===== src/rtl/dmem_port_arbiter.sv =====
// Shares one data-memory port between instruction fetch (IF) and load/store (LS).
// LS has priority; a saturating starvation counter forces IF through after MAX_WAIT denials.
module dmem_port_arbiter #(
  parameter int ADDR_W   = 32,
  parameter int DATA_W   = 32,
  parameter int MEM_LAT  = 1,
  parameter int MAX_WAIT = 4
) (
  input  logic              clk,
  input  logic              reset,
  input  logic              if_req,
  input  logic [ADDR_W-1:0] if_addr,
  output logic              if_gnt,
  output logic              if_rvalid,
  output logic [DATA_W-1:0] if_rdata,
  input  logic              ls_req,
  input  logic              ls_we,
  input  logic [ADDR_W-1:0] ls_addr,
  input  logic [DATA_W-1:0] ls_wdata,
  output logic              ls_gnt,
  output logic              ls_rvalid,
  output logic [DATA_W-1:0] ls_rdata,
  output logic [ADDR_W-1:0] dm_addr,
  output logic [DATA_W-1:0] dm_wdata,
  output logic              dm_we,
  output logic              dm_re,
  input  logic [DATA_W-1:0] dm_rdata
);

  localparam int LW = $clog2(MEM_LAT + 1);
  localparam int SW = $clog2(MAX_WAIT + 1);

  typedef enum logic {
    IDLE,
    RD_WAIT
  } state_t;

  state_t            state_q, state_d;
  logic [LW-1:0]     lat_cnt_q, lat_cnt_d;
  logic [SW-1:0]     starv_cnt_q, starv_cnt_d;
  logic              owner_if_q, owner_if_d;
  logic [ADDR_W-1:0] addr_q, addr_d;
  logic [DATA_W-1:0] if_rdata_q, if_rdata_d;
  logic [DATA_W-1:0] ls_rdata_q, ls_rdata_d;
  logic              starved;

  always_comb begin
    state_d     = state_q;
    lat_cnt_d   = lat_cnt_q;
    owner_if_d  = owner_if_q;
    addr_d      = addr_q;
    if_rdata_d  = if_rdata_q;
    ls_rdata_d  = ls_rdata_q;
    if_gnt      = 1'b0;
    ls_gnt      = 1'b0;
    if_rvalid   = 1'b0;
    ls_rvalid   = 1'b0;
    dm_we       = 1'b0;
    dm_re       = 1'b0;
    dm_addr     = addr_q;
    dm_wdata    = '0;
    starved     = (starv_cnt_q == SW'(MAX_WAIT));

    // Grants and read-data returns are suppressed while reset is high so that
    // outputs read zero and an aborted read never reports completion.
    case (state_q)
      IDLE: begin
        if (!reset) begin
          if (if_req && (!ls_req || starved)) begin
            if_gnt = 1'b1;
          end else if (ls_req) begin
            ls_gnt = 1'b1;
          end
        end
        if (if_gnt) begin
          dm_re      = 1'b1;
          dm_addr    = if_addr;
          addr_d     = if_addr;
          owner_if_d = 1'b1;
          lat_cnt_d  = LW'(MEM_LAT);
          state_d    = RD_WAIT;
        end else if (ls_gnt) begin
          dm_addr = ls_addr;
          addr_d  = ls_addr;
          if (ls_we) begin
            dm_we    = 1'b1;
            dm_wdata = ls_wdata;
          end else begin
            dm_re      = 1'b1;
            owner_if_d = 1'b0;
            lat_cnt_d  = LW'(MEM_LAT);
            state_d    = RD_WAIT;
          end
        end
      end
      RD_WAIT: begin
        lat_cnt_d = lat_cnt_q - 1'b1;
        if (lat_cnt_q == LW'(1)) begin
          state_d = IDLE;
          if (!reset) begin
            if (owner_if_q) begin
              if_rvalid  = 1'b1;
              if_rdata_d = dm_rdata;
            end else begin
              ls_rvalid  = 1'b1;
              ls_rdata_d = dm_rdata;
            end
          end
        end
      end
      default: state_d = IDLE;
    endcase

    // Returned data is forwarded in the pulse cycle and held from the register afterwards.
    if_rdata = if_rvalid ? dm_rdata : if_rdata_q;
    ls_rdata = ls_rvalid ? dm_rdata : ls_rdata_q;

    if (if_gnt) begin
      starv_cnt_d = '0;
    end else if (if_req && !starved) begin
      starv_cnt_d = starv_cnt_q + 1'b1;
    end else begin
      starv_cnt_d = starv_cnt_q;
    end
  end

  always_ff @(posedge clk) begin
    if (reset) begin
      state_q     <= IDLE;
      lat_cnt_q   <= '0;
      starv_cnt_q <= '0;
      owner_if_q  <= 1'b0;
      addr_q      <= '0;
      if_rdata_q  <= '0;
      ls_rdata_q  <= '0;
    end else begin
      state_q     <= state_d;
      lat_cnt_q   <= lat_cnt_d;
      starv_cnt_q <= starv_cnt_d;
      owner_if_q  <= owner_if_d;
      addr_q      <= addr_d;
      if_rdata_q  <= if_rdata_d;
      ls_rdata_q  <= ls_rdata_d;
    end
  end

endmodule

===== config.mk =====
export PLATFORM = sky130hd
export DESIGN_NAME = dmem_port_arbiter
export DESIGN_NICKNAME = d
export VERILOG_FILES = /design/src/rtl/dmem_port_arbiter.sv
export SDC_FILE = /design/constraint.sdc
export NUM_CORES = 1
export LEC_CHECK = 0
export BUFFER_PORTS_ARGS = -buffer_cell sky130_fd_sc_hd__buf_4
export CORE_AREA = 2 2 106 134
export CTS_CLUSTER_DIAMETER = 50
export DETAILED_ROUTE_END_ITERATION = 16
export DIE_AREA = 0 0 108 136
export GPL_ROUTABILITY_DRIVEN = 0
export GPL_TIMING_DRIVEN = 0
export PLACE_DENSITY_LB_ADDON = 0.08
export SYNTH_ARGS = -nofsm -noshare
export SYNTH_HDL_FRONTEND = slang
export SYNTH_SLANG_ARGS = --single-unit

===== constraint.sdc =====
create_clock -name clk -period 1.9 [get_ports clk]
set_clock_uncertainty 0.15 [all_clocks]
set_input_delay 0.095 -clock clk [delete_from_list [all_inputs] [get_ports clk]]
set_output_delay 0.095 -clock clk [all_outputs]
set_load 0.005 [all_outputs]

==> summary.md <==
| Metric | Value |
|---|---|
| Slew @ Worst Pin | roughly 0.57 ns |
| Combinational power share | between 20% and 30% |
| Overall Global Routing Usage | 24.2% |
| Via density | 5.54 |
| Share of the synthesized area in the top cell type | between 30% and 40% |
| Synth area leaders | dfxtp_1 (39%), mux2_2 (14%), o221a_2 (14%) |
| Register share of total power | 40.2% |
| Die Y | roughly 140 um |
| Clock Sinks | 102 |
| DRT iter0 DRCs | 320 |
| Post-DP Area | approximately 7500 um^2 |
| Yosys top cell by area | dfxtp_1 |
| Sw Ratio | a little over a quarter |
| Post-synthesis adder-cell area fraction | 0.472% |
| Xor/xnor share of the synthesized area | 0.165% |
| Post-route ant nets | 0 |
| Syn avg cell area | 10.2 um^2 |
| WS Path Type | reg -> out |
| TritonCTS Buffers | 9 |
| Layout cell share with drive strength beyond 1 | 59.8% |
| Row Count | 48 |
| First-pass GRT wire length | 28600 um |
| Largest net degree at the start of global routing | 19 |
| Yosys reg bits | ~100 |
| Die area | 14700 um^2 |
| Min cycle time layout | 2.11 ns |
| VDD IR max | just under 0.4 mV |
| Mux cell area share after synthesis | approximately 14% |
| Post-Layout Cell Count | about 1100 |
| Top-count cell post-synth | dfxtp_1 |
| Worst-Skew Late Latency | 0.34 ns |
| Largest family of logic cells by synthesized area | compound AO/OA/AOI/OAI gates |
| Root buf cell | clkbuf_16 |
| Slowest stage delay, CP | 0.43 ns |
| WP buf/inv | 2 |
| Total congestion overflow | 0 |
| Core ar. | 13500 um^2 |
| Max-Cap Viols | 0 |
| Slowest cell on crit path | or3b_4 |
| Post-synth EDFFs | 0 |
| Headroom to the max-slew limit | 62.2% |
| Async set or reset register ratio after synthesis | 0% |
| Count of cell types in the netlist | 35 |
| Core Util, Final | 69.9% |
| NetSw | 1.57 mW |
| Vias in the first global route | just under 6000 |
| Worst-path cell chain | or3b_4, buf_8, or3_1, o221a_2, buf_4 |
| Syn nets | 657 |
| Cell-internal power | 4.16 mW |
| Area Overhead vs Synth | 78.0% |
| Buffers on Ports | 266 |
| Ports | 267 |
| Fin area | 9440 um^2 |
| Failing checks | setup timing |
| First drt pass iteration count | 5 |
| Max Fclk | 0.474 GHz |
| Pwr Density | 608 nW/um^2 |
| Fin worst setup slack | -0.208 ns |
| Routed WL | 19400 um |
| CTS clk-pin slew, worst paths | 0.07 ns |
| Leakage | 4.26 nW |
| Sequential area share after synthesis | 38.5% |
| Nets@finish | 1023 |
| Status | finished with violations |
| Synth Area in Simple Gates | between 10% and 20% |
| Initial Util | 39.2% |
| Clock buffer depth | 2 |
| Vias | 5912 |
| Ys Warns | 0 |
| N_diodes | 0 |
| Tcrit/Tclk final | 111% |
| DP Cell Count | about 960 |
| Clk network pwr share | 31.7% |
| DIE WIDTH | between 100 and 150 um |
| Worst Path Max Fanout | 9 |
| Setup violations, final | 117 |
| DRC errors left | 0 |
| Avg WL per Cell | 18.2 um |
| Crit path arrival time | 1.86 ns |
| Min-delay worst type | in -> reg |
| Syn Inst Count | 522 |
| Initial antenna violation count | 0 |
| CTS tree | yes |
| Netlist Area Pre-Place | between 5000 and 6000 um^2 |
| Delay-heaviest family, CP | simple AND/OR/NAND/NOR gates |
| CP required | 1.65 ns |
| Startpoint types | flip-flop |
| Compound-Gate Fraction of Synth Area | 30.0% |
| H-tree Lvls | 3 |
| DP Wirelength | 13000 um |
| Final hold vios | 0 |
| RSZ-0062 raised after global routing | yes |
| Worst Setup End Kind | output pin |
| Top FF cell, synth | dfxtp_1 |
| Final Slew Violations | 0 |
| Top cells by count, synth | dfxtp_1 (102), a22o_1 (65), mux2_2 (64), o221a_2 (64), nor2_1 (36) |
-- stage by stage --
stage          setup slack, ns  total power, mW  hold WS, ns  TNS, ns
3_3_place_gp            -0.148             3.55        0.185    -5.00
4_1_cts                 -0.234             5.66       0.0109   -12.81
3_5_place_dp            -0.188             3.57        0.190    -6.98
2_1_floorplan            0.184             2.92       0.0776        0
5_1_grt                 -0.267             5.99       0.0263   -20.41
6_report                -0.208             5.74       0.0203   -12.02
-- power groups by stage --
| stage | registers [mW] | logic [mW] | clock network (mW) |
|---|---|---|---|
| finish | 2.31 | 1.61 | 1.82 |
| global route | 2.32 | 1.72 | 1.95 |
| CTS | 2.30 | 1.51 | 1.85 |
| detailed placement | 2.35 | 1.22 | 0 |
| global placement | 2.34 | 1.20 | 0 |
| floorplan | 2.33 | 0.585 | 0 |
-- final timing paths --
| kind | slack [ns] | cells past startpoint | endpoint | start |
|---|---|---|---|---|
| max | -0.21 | 5 | dm_addr[27] | state_q |
| min reg2reg | 0.32 | 1 | ls_rdata_q[1] | ls_rdata_q[1] |
| min | 0.02 | 4 | addr_q[20] | if_addr[20] |
| max reg2reg | 0.05 | 8 | addr_q[16] | starv_cnt_q[0] |
-- cells by family after synthesis --
family / Yosys count
flip-flops: 102
XOR/XNOR: 1
buffers and inverters: 67
adder cells (fa/ha/maj): 2
AO/OA/AOI/OAI: 174
AND/OR/NAND/NOR: 111
multiplexers: 65
-- worst reg2reg max path, stage by stage (launching register included) --
cell,delay [ns]
dfxtp_2,0.34
inv_2,0.05
ha_4,0.18
buf_6,0.12
a21bo_4,0.20
buf_4,0.15
clkbuf_2,0.20
a31oi_1,0.22
o221a_2,0.20
-- registers in the layout (all words and copies together), names as in the netlist --
name / cells
if_rdata_q: 32
addr_q: 32
owner_if_q: 1
state_q: 1
starv_cnt_q: 3
ls_rdata_q: 32
lat_cnt_q: 1
-- layout by cell type (no fill, tap or decap), drive strengths merged, types with 2 or more instances in the layout --
cell,netlist,routed
buf,39,327
dfxtp,102,102
a22o,65,65
dlygate4sd3,0,65
mux2,64,64
o221a,64,64
nor2,36,36
a31oi,33,33
clkbuf,23,33
or3,32,32
and3,32,32
inv,5,9
nor3,3,3
o21a,2,2
nand3,2,2
clkinvlp,0,2
a21boi,2,2
nand2,2,2
ha,2,2
-- metal layers --
layer  GRT usage (%)  share of wire [%]  vias to the layer above
met5               0                  0                        -
met4            8.33                2.0                        0
met2            43.2                 52                      221
li1                -                  -                     2802
met3            4.70                6.2                       25
met1            28.8                 40                     2864
-- final cells by class --
type | count | area, um^2
Buffer | 61 | 465
Clock buffer | 10 | 239
Clock inverter | 6 | 52.6
Fill cell | 977 | 4070
Inverter | 5 | 31.3
Multi-Input combinational cell | 353 | 3220
Sequential cell | 102 | 2050
Tap cell | 175 | 219
Timing Repair Buffer | 355 | 3150
Timing Repair inverter | 1 | 11.3
-- timing repair --
item	CTS	global route
pin swaps	7	36
setup endpoints to repair	155	129
resized for setup	114	75
buffers inserted	14	6
hold buffers	65	0
hold endpoints to repair	97	0
gates cloned	1	4
Power figures use the tool's default switching activity.
